===== src/rtl/alu_pkg.sv =====
// rtl/alu_pkg.sv - ALU operation codes and sequencer state encoding
package alu_pkg;

    localparam logic [1:0] ALUOP_ADD = 2'b00;
    localparam logic [1:0] ALUOP_XOR = 2'b01;
    localparam logic [1:0] ALUOP_AND = 2'b10;
    localparam logic [1:0] ALUOP_SRA = 2'b11;

    typedef enum logic {
        IDLE  = 1'b0,
        SHIFT = 1'b1
    } alu_state_t;

endpackage


===== src/rtl/alu_sra_iter.sv =====
// rtl/alu_sra_iter.sv - iterative arithmetic right shifter, one bit per step
module alu_sra_iter #(
    parameter int WIDTH   = 32,
    parameter int SHAMT_W = $clog2(WIDTH)
) (
    input  logic               clk,
    input  logic               rst,
    input  logic               load,
    input  logic               step,
    input  logic [WIDTH-1:0]   a,
    input  logic [SHAMT_W-1:0] k,
    output logic [WIDTH-1:0]   shifted,
    output logic               last
);

    logic [WIDTH-1:0]   acc_q, acc_d;
    logic [SHAMT_W-1:0] cnt_q, cnt_d;

    // shifted is the value acc takes on this step, so the top can capture it on the last one
    assign shifted = {acc_q[WIDTH-1], acc_q[WIDTH-1:1]};
    assign last    = (cnt_q == SHAMT_W'(1));

    always_comb begin
        acc_d = acc_q;
        cnt_d = cnt_q;
        if (load) begin
            acc_d = a;
            cnt_d = k;
        end else if (step) begin
            acc_d = shifted;
            cnt_d = cnt_q - SHAMT_W'(1);
        end
    end

    always_ff @(posedge clk or posedge rst) begin
        if (rst) begin
            acc_q <= '0;
            cnt_q <= '0;
        end else begin
            acc_q <= acc_d;
            cnt_q <= cnt_d;
        end
    end

endmodule


===== src/rtl/alu_secuencial.sv =====
// rtl/alu_secuencial.sv - multi-cycle ALU with start/busy/done handshake
module alu_secuencial
    import alu_pkg::*;
#(
    parameter int WIDTH   = 32,
    parameter int SHAMT_W = $clog2(WIDTH)
) (
    input  logic             clk,
    input  logic             rst,
    input  logic             start,
    input  logic [1:0]       ALUOp,
    input  logic [WIDTH-1:0] A,
    input  logic [WIDTH-1:0] B,
    output logic [WIDTH-1:0] result,
    output logic             zero,
    output logic             busy,
    output logic             done
);

    alu_state_t       state_q, state_d;
    logic [WIDTH-1:0] result_q, result_d;
    logic             done_q, done_d;

    logic             sra_load, sra_step, sra_last;
    logic [WIDTH-1:0] sra_shifted;
    logic [SHAMT_W-1:0] shamt;

    assign shamt = B[SHAMT_W-1:0];

    alu_sra_iter #(
        .WIDTH   (WIDTH),
        .SHAMT_W (SHAMT_W)
    ) u_sra (
        .clk     (clk),
        .rst     (rst),
        .load    (sra_load),
        .step    (sra_step),
        .a       (A),
        .k       (shamt),
        .shifted (sra_shifted),
        .last    (sra_last)
    );

    always_comb begin
        state_d  = state_q;
        result_d = result_q;
        done_d   = 1'b0;
        sra_load = 1'b0;
        sra_step = 1'b0;
        case (state_q)
            IDLE: begin
                if (start) begin
                    case (ALUOp)
                        ALUOP_ADD: begin
                            result_d = A + B;
                            done_d   = 1'b1;
                        end
                        ALUOP_XOR: begin
                            result_d = A ^ B;
                            done_d   = 1'b1;
                        end
                        ALUOP_AND: begin
                            result_d = A & B;
                            done_d   = 1'b1;
                        end
                        default: begin
                            // a zero shift finishes like the single-cycle ops
                            if (shamt == '0) begin
                                result_d = A;
                                done_d   = 1'b1;
                            end else begin
                                sra_load = 1'b1;
                                state_d  = SHIFT;
                            end
                        end
                    endcase
                end
            end
            SHIFT: begin
                sra_step = 1'b1;
                if (sra_last) begin
                    result_d = sra_shifted;
                    done_d   = 1'b1;
                    state_d  = IDLE;
                end
            end
            default: state_d = IDLE;
        endcase
    end

    always_ff @(posedge clk or posedge rst) begin
        if (rst) begin
            state_q  <= IDLE;
            result_q <= '0;
            done_q   <= 1'b0;
        end else begin
            state_q  <= state_d;
            result_q <= result_d;
            done_q   <= done_d;
        end
    end

    assign result = result_q;
    assign zero   = (result_q == '0);
    assign busy   = (state_q == SHIFT);
    assign done   = done_q;

endmodule


===== config.mk =====
export PLATFORM = sky130hd
export DESIGN_NAME = alu_secuencial
export DESIGN_NICKNAME = d
export VERILOG_FILES = /design/src/rtl/alu_pkg.sv /design/src/rtl/alu_sra_iter.sv /design/src/rtl/alu_secuencial.sv
export SDC_FILE = /design/constraint.sdc
export NUM_CORES = 1
export LEC_CHECK = 0
export ABC_AREA = 1
export CAP_MARGIN = 20
export CORE_MARGIN = 8
export CORE_UTILIZATION = 53
export CTS_BUF_LIST = sky130_fd_sc_hd__clkbuf_16
export CTS_CLUSTER_SIZE = 14
export DETAILED_ROUTE_END_ITERATION = 10
export GPL_ROUTABILITY_DRIVEN = 0
export PLACE_DENSITY = 0.89
export RECOVER_POWER = 50
export SETUP_SLACK_MARGIN = 0.2
export SYNTH_ARGS = -nofsm -noshare
export SYNTH_HDL_FRONTEND = slang
export SYNTH_SLANG_ARGS = --single-unit

===== constraint.sdc =====
create_clock -name clk -period 2.83 [get_ports clk]
set_input_delay 0.566 -clock clk [delete_from_list [all_inputs] [get_ports clk]]
set_output_delay 0.566 -clock clk [all_outputs]
set_load 0.01 [all_outputs]

### Word level (Yosys, flattened, before mapping)

Cells that the tools add are included.

| storage, ports and cells | value |
|---|---|
| register bits | 71 |
| bits of input ports | 69 |
| output and inout bits | 35 |
| logic and storage cells | 44 |

| cells by class | value |
|---|---|
| $add $sub $neg | 2 |
| equality and inequality tests | 6 |
| muxes and demuxes | 21 |
| bitwise logic cells | 3 |
| reductions and logical operators | 6 |

Operator list:

| operator | count |
|---|---|
| $mux 32 | 4 |
| $pmux 32 s3 | 1 |
| $pmux 32 s2 | 1 |
| $add 32x32->32 | 1 |
| $and 32x32->32 | 1 |
| $logic_not 32->1 | 1 |
| $xor 32x32->32 | 1 |
| $mux 31 | 1 |
| $mux 1 | 10 |
| $mux 5 | 2 |
| $eq 5x1->1 const B | 1 |
| $logic_not 5->1 | 1 |
| $ne 5x2->1 const B | 1 |
| $sub 5x1->5 const B | 1 |
| $pmux 1 s2 | 2 |
| $reduce_and 3->1 | 1 |
| $reduce_or 3->1 | 1 |
| $eq 2x1->1 const B | 1 |
| $eq 2x2->1 const B | 1 |
| $logic_not 2->1 | 1 |
| $ne 2x1->1 const B | 1 |
| $ne 2x2->1 const B | 1 |
| $reduce_bool 2->1 | 1 |
| $not 1->1 | 1 |

### Depth between registers and ports, before layout

| logic depth | value |
|---|---|
| depth after elaboration | 6 |
| mapped depth | 16 |
| mapped depth without buffers | 16 |

### Hierarchy

From an unflattened synthesis, not the netlist that was laid out.

| unflattened totals | value |
|---|---|
| cells, all modules | 1,125 |
| area total of the unflattened synthesis | 6,812.8 um2 |

By module, submodules not included:

| module | times used | cells an instance | area an instance (um2) | seq. area each (um2) |
|---|---|---|---|---|
| alu_secuencial | 1 | 919 | 5,111.2 | 850.8 |
| alu_sra_iter | 1 | 206 | 1,701.6 | 900.9 |

### Worst setup path before layout

OpenSTA, ideal clock, no wires.

| path | value |
|---|---|
| path kind | input-to-reg |
| from | input A[0] |
| to | register result_q[16] (netlist: result[16]) |
| setup time | 0.122 ns |
| data arrival time | 2.000 ns |
| path slack | 0.707 ns |
| stages on the path | 15 |
| path buffers | 0 |
| path through | ha_1 > inv_1 > fa_1 > inv_1 > nand3_1 > nand3_1 > nand2_1 > nand2_1 > nand2_1 > nand2_1 > nand2_1 > nand3_1 > o211ai_1 > nand2_1 > a21oi_1 |

| on the way | value |
|---|---|
| longest elaborated chain between the ends | 4 |

RTL lines:

| what | line | RTL |
|---|---|---|
| start: declaration | alu_secuencial.sv:12 | `input logic [WIDTH-1:0] A,` |
| $add 32x32->32 | alu_secuencial.sv:55 | `result_d = A + B;` |
| $pmux 32 s3 | alu_secuencial.sv:53 | `case (ALUOp)` |
| $mux 32 | alu_secuencial.sv:52 | `if (start) begin` |
| $pmux 32 s2 | alu_secuencial.sv:50 | `case (state_q)` |
| end signal: assignment | alu_secuencial.sv:98 | `result_q <= result_d;` |
| end: declaration | alu_secuencial.sv:21 | `logic [WIDTH-1:0] result_q, result_d;` |

No other way between the ends. The select of a mux whose other input is x is not followed.
A chain may end at the register's enable or synchronous reset.

### Final worst setup path

| path | value |
|---|---|
| from | register result_q[6] (netlist: result[6]) |
| to | output zero |

| on the way | value |
|---|---|
| longest elaborated chain between the ends | 1 |

RTL lines:

| what | line | RTL |
|---|---|---|
| $logic_not 32->1 | alu_secuencial.sv:104 | `assign zero = (result_q == '0);` |
| end: declaration | alu_secuencial.sv:15 | `output logic zero,` |

No other way between the ends.

==> metrics.txt <==
global-route wire length before repair 35980 um; antenna violation net count after detailed routing 0; number of maximum-capacitance violations 0; power density cells 747.8 mW/mm^2; RSZ-0062 raised after global routing no; share of the clock period used by the worst path 0.8938; cell type contributing the most total cell area after synthesis sky130_fd_sc_hd__dfrtp_1; final non-filler cell area between 0.008 and 0.009 sq mm; clk_lat worst skew 330 ps; Worst Path Max Fanout 3; H-tree lvl count 3; buffer depth of the longest clock path 2; commonest cells in the synthesized netlist sky130_fd_sc_hd__nand2_1 (379), sky130_fd_sc_hd__inv_1 (148), sky130_fd_sc_hd__nor2_1 (107); Hold Buf Count CTS 0; number of fill cells 1025; worst path arrival time 1960 ps; total global routing track utilization 0.2727; number of global-route vias before repair 7279; run status complete, no violations; share of final-layout standard cells stronger than drive strength 1 0.06812; total half-perimeter wirelength after legalization and detailed placement 17160 um; share of the synthesized area in the top cell type 0.2671; detailed-route wire length per cell 16.40 um; Residual DRC 0; number of antenna violations at the first check in global routing 0; Max Transition Viols Final 0; count of pins on the block boundary between 100 and 150; layout net count 1292; via total after detailed routing approximately 8000; cell count after synthesis 1071; dominant register cell in the synthesized netlist sky130_fd_sc_hd__dfrtp_1; hold crit path type reg -> reg; Setup crit start kind flip-flop; leading cell types by total area after synthesis sky130_fd_sc_hd__dfrtp_1 (27%), sky130_fd_sc_hd__nand2_1 (22%), sky130_fd_sc_hd__inv_1 (8.5%); sequential cell fraction of total power 0.314; Layout Area Growth over Synthesis 24.72%; largest net degree at the start of global routing 59; clock period minus worst slack 2529 ps; highest clock frequency the design can meet roughly 0.40 GHz; total area of sequential cells around 0.0018 sq mm; antenna cells 0; GRT overflow 0; share of flip-flops with an asynchronous set or reset after synthesis 1.000; CTS buffer count 9; chip width 127.2 um; CTS tree done; critical path data required time 2260 ps; Placement Rows 40; part of the total power dissipated in the clock network 0.190; cell with the most instances after synthesis sky130_fd_sc_hd__nand2_1; mean instance size in the synthesized netlist 6.124 sq um; drt total wl 22250 um; Initial Utilization 0.5438; number of sinks driven by the clock tree 70; Die Footprint around 0.016 sq mm; height of the die 127.2 um; worst-case headroom to the max-slew limit 0.2667; Switching Share 0.4307; Logic pwr share 0.496; port bufs roughly 100; count of flip-flops with a built-in enable after synthesis 0; Syn Std Cell Area 0.006559 sq mm; CTS Root Cell sky130_fd_sc_hd__clkbuf_16; count of state elements after synthesis 70; detailed-router iteration count before antenna repair 7; number of DRC markers after the initial detailed-route iteration 1242; number of synthesis warnings 0; number of unique standard cell types used by synthesis 38; highest ir drop seen on vdd 0.3534 mV; pin slew with the least headroom to its limit 1099 ps; reported leakage power 0.004242 uW; Worst Path Class, Setup reg -> out; sequential-to-total area share from yosys stat 0.2671; area of the core around 0.012 sq mm; placed cell areas about 0.0078 sq mm; nature of the critical path endpoint output pin; internal portion of total power 3483 uW; final-layout setup total negative slack 0 ps; via-per-instance ratio 5.730; clock slew at the register clock pins of the worst setup and hold paths 50 ps; clk_skew roughly 8 ps; setup violators final 0; area of the multi-input gates 0.004041 sq mm; number of endpoints with negative hold slack in the final report 0; NetSw ~2600 uW; net count after synthesis between 1000 and 1500
==> layout by cell type, fill, tap and decap left out, types with 5 or more instances in the layout <==
cell                              count
sky130_fd_sc_hd__clkdlybuf4s50_1     85
sky130_fd_sc_hd__o211ai_1            22
sky130_fd_sc_hd__clkbuf_16            9
sky130_fd_sc_hd__nand3_2              6
sky130_fd_sc_hd__nand2_2              6
sky130_fd_sc_hd__a21oi_2              5
sky130_fd_sc_hd__dlygate4sd3_1       18
sky130_fd_sc_hd__ha_1                35
sky130_fd_sc_hd__nand3_1             74
sky130_fd_sc_hd__a221oi_1            16
sky130_fd_sc_hd__dfrtp_1             69
sky130_fd_sc_hd__nand2_1            379
sky130_fd_sc_hd__o21ai_0             22
sky130_fd_sc_hd__inv_1              148
sky130_fd_sc_hd__a21oi_1             86
sky130_fd_sc_hd__nor2_1             106
sky130_fd_sc_hd__nand4_1              8
sky130_fd_sc_hd__nor4_1               6
sky130_fd_sc_hd__buf_4               35
sky130_fd_sc_hd__a31oi_1              9
==> routing by layer <==
metal	GRT usage	routed length, um
met4	0.1071	755
met1	0.3631	8761
met5	0	0
met2	0.4318	10050
met3	0.04617	2687
==> final timing paths <==
check,endpoint,depth (start not counted),startpoint,slack (ps)
min in group asynchronous,result[29],2,rst,950
hold reg to reg,u_sra.acc_q[6],2,u_sra.acc_q[6],490
setup / recovery,zero,4,result[6],300
setup reg to reg,u_sra.acc_q[27],5,busy,750
hold / removal,u_sra.acc_q[6],2,u_sra.acc_q[6],490
max in group asynchronous,u_sra.acc_q[28],3,rst,750
==> stage by stage <==
step / hold slack, ps / std cells / setup WS, ps / power, uW / util
after floorplan: 452.0 / 1071 / 495.8 / 3730 / -
after global placement: 464.1 / 1339 / 106.1 / 4772 / 0.6506
after detailed placement: 473.5 / 1339 / 2.149 / 4887 / 0.6506
after CTS: 487.3 / 1355 / 257.5 / 6111 / 0.6765
after global routing: 509.6 / 1357 / 130.0 / 6517 / 0.6782
final: 491.2 / 1357 / 300.5 / 6117 / 0.6782
==> sequential cells by signal, indices dropped and copies added, names as in the netlist <==
name	flops
result	32
busy	1
done	1
u_sra.cnt_q	5
u_sra.acc_q	31
==> power groups by stage <==
stage	clock network (uW)	logic (uW)	registers (uW)
5_1_grt	1210	3330	1980
2_1_floorplan	0	1860	1870
3_5_place_dp	0	2990	1900
3_3_place_gp	0	2900	1870
4_1_cts	1170	3030	1910
6_report	1160	3030	1920
==> layout make-up <==
| type | instances | area share |
|---|---|---|
| multi-input combinational | 812 | 0.4940 |
| clock inverter | 7 | 0.009789 |
| clock buffer | 9 | 0.02753 |
| timing repair buffer | 140 | 0.1594 |
| tap | 168 | 0.02570 |
| inverter | 151 | 0.06929 |
| sequential | 70 | 0.2143 |
==> critical path, stage by stage, from the launching register on <==
cell                              delay [ps]
sky130_fd_sc_hd__dfrtp_1                 400
sky130_fd_sc_hd__nor4_2                  360
sky130_fd_sc_hd__nand4_1                 190
sky130_fd_sc_hd__nor2_1                  140
sky130_fd_sc_hd__clkdlybuf4s50_1         540
==> logic make-up (layout without fill, tap and decap cells) <==
logic type | count (synthesis) | count (layout) | share of synthesized area
adders and majority gates | 39 | 39 | 0.07554
DFF | 70 | 70 | 0.2671
and+or+nand+nor | 603 | 603 | 0.3787
buffers and inverters | 189 | 307 | 0.1232
AOI/OAI and AO/OA | 170 | 170 | 0.1555
==> what timing repair did <==
item	4_1_cts	5_1_grt
pin swaps	0	2
gates resized for setup	1	8
endpoints found under the setup margin	1	12
buffers inserted	0	2
(Power assumes the default switching activity.)
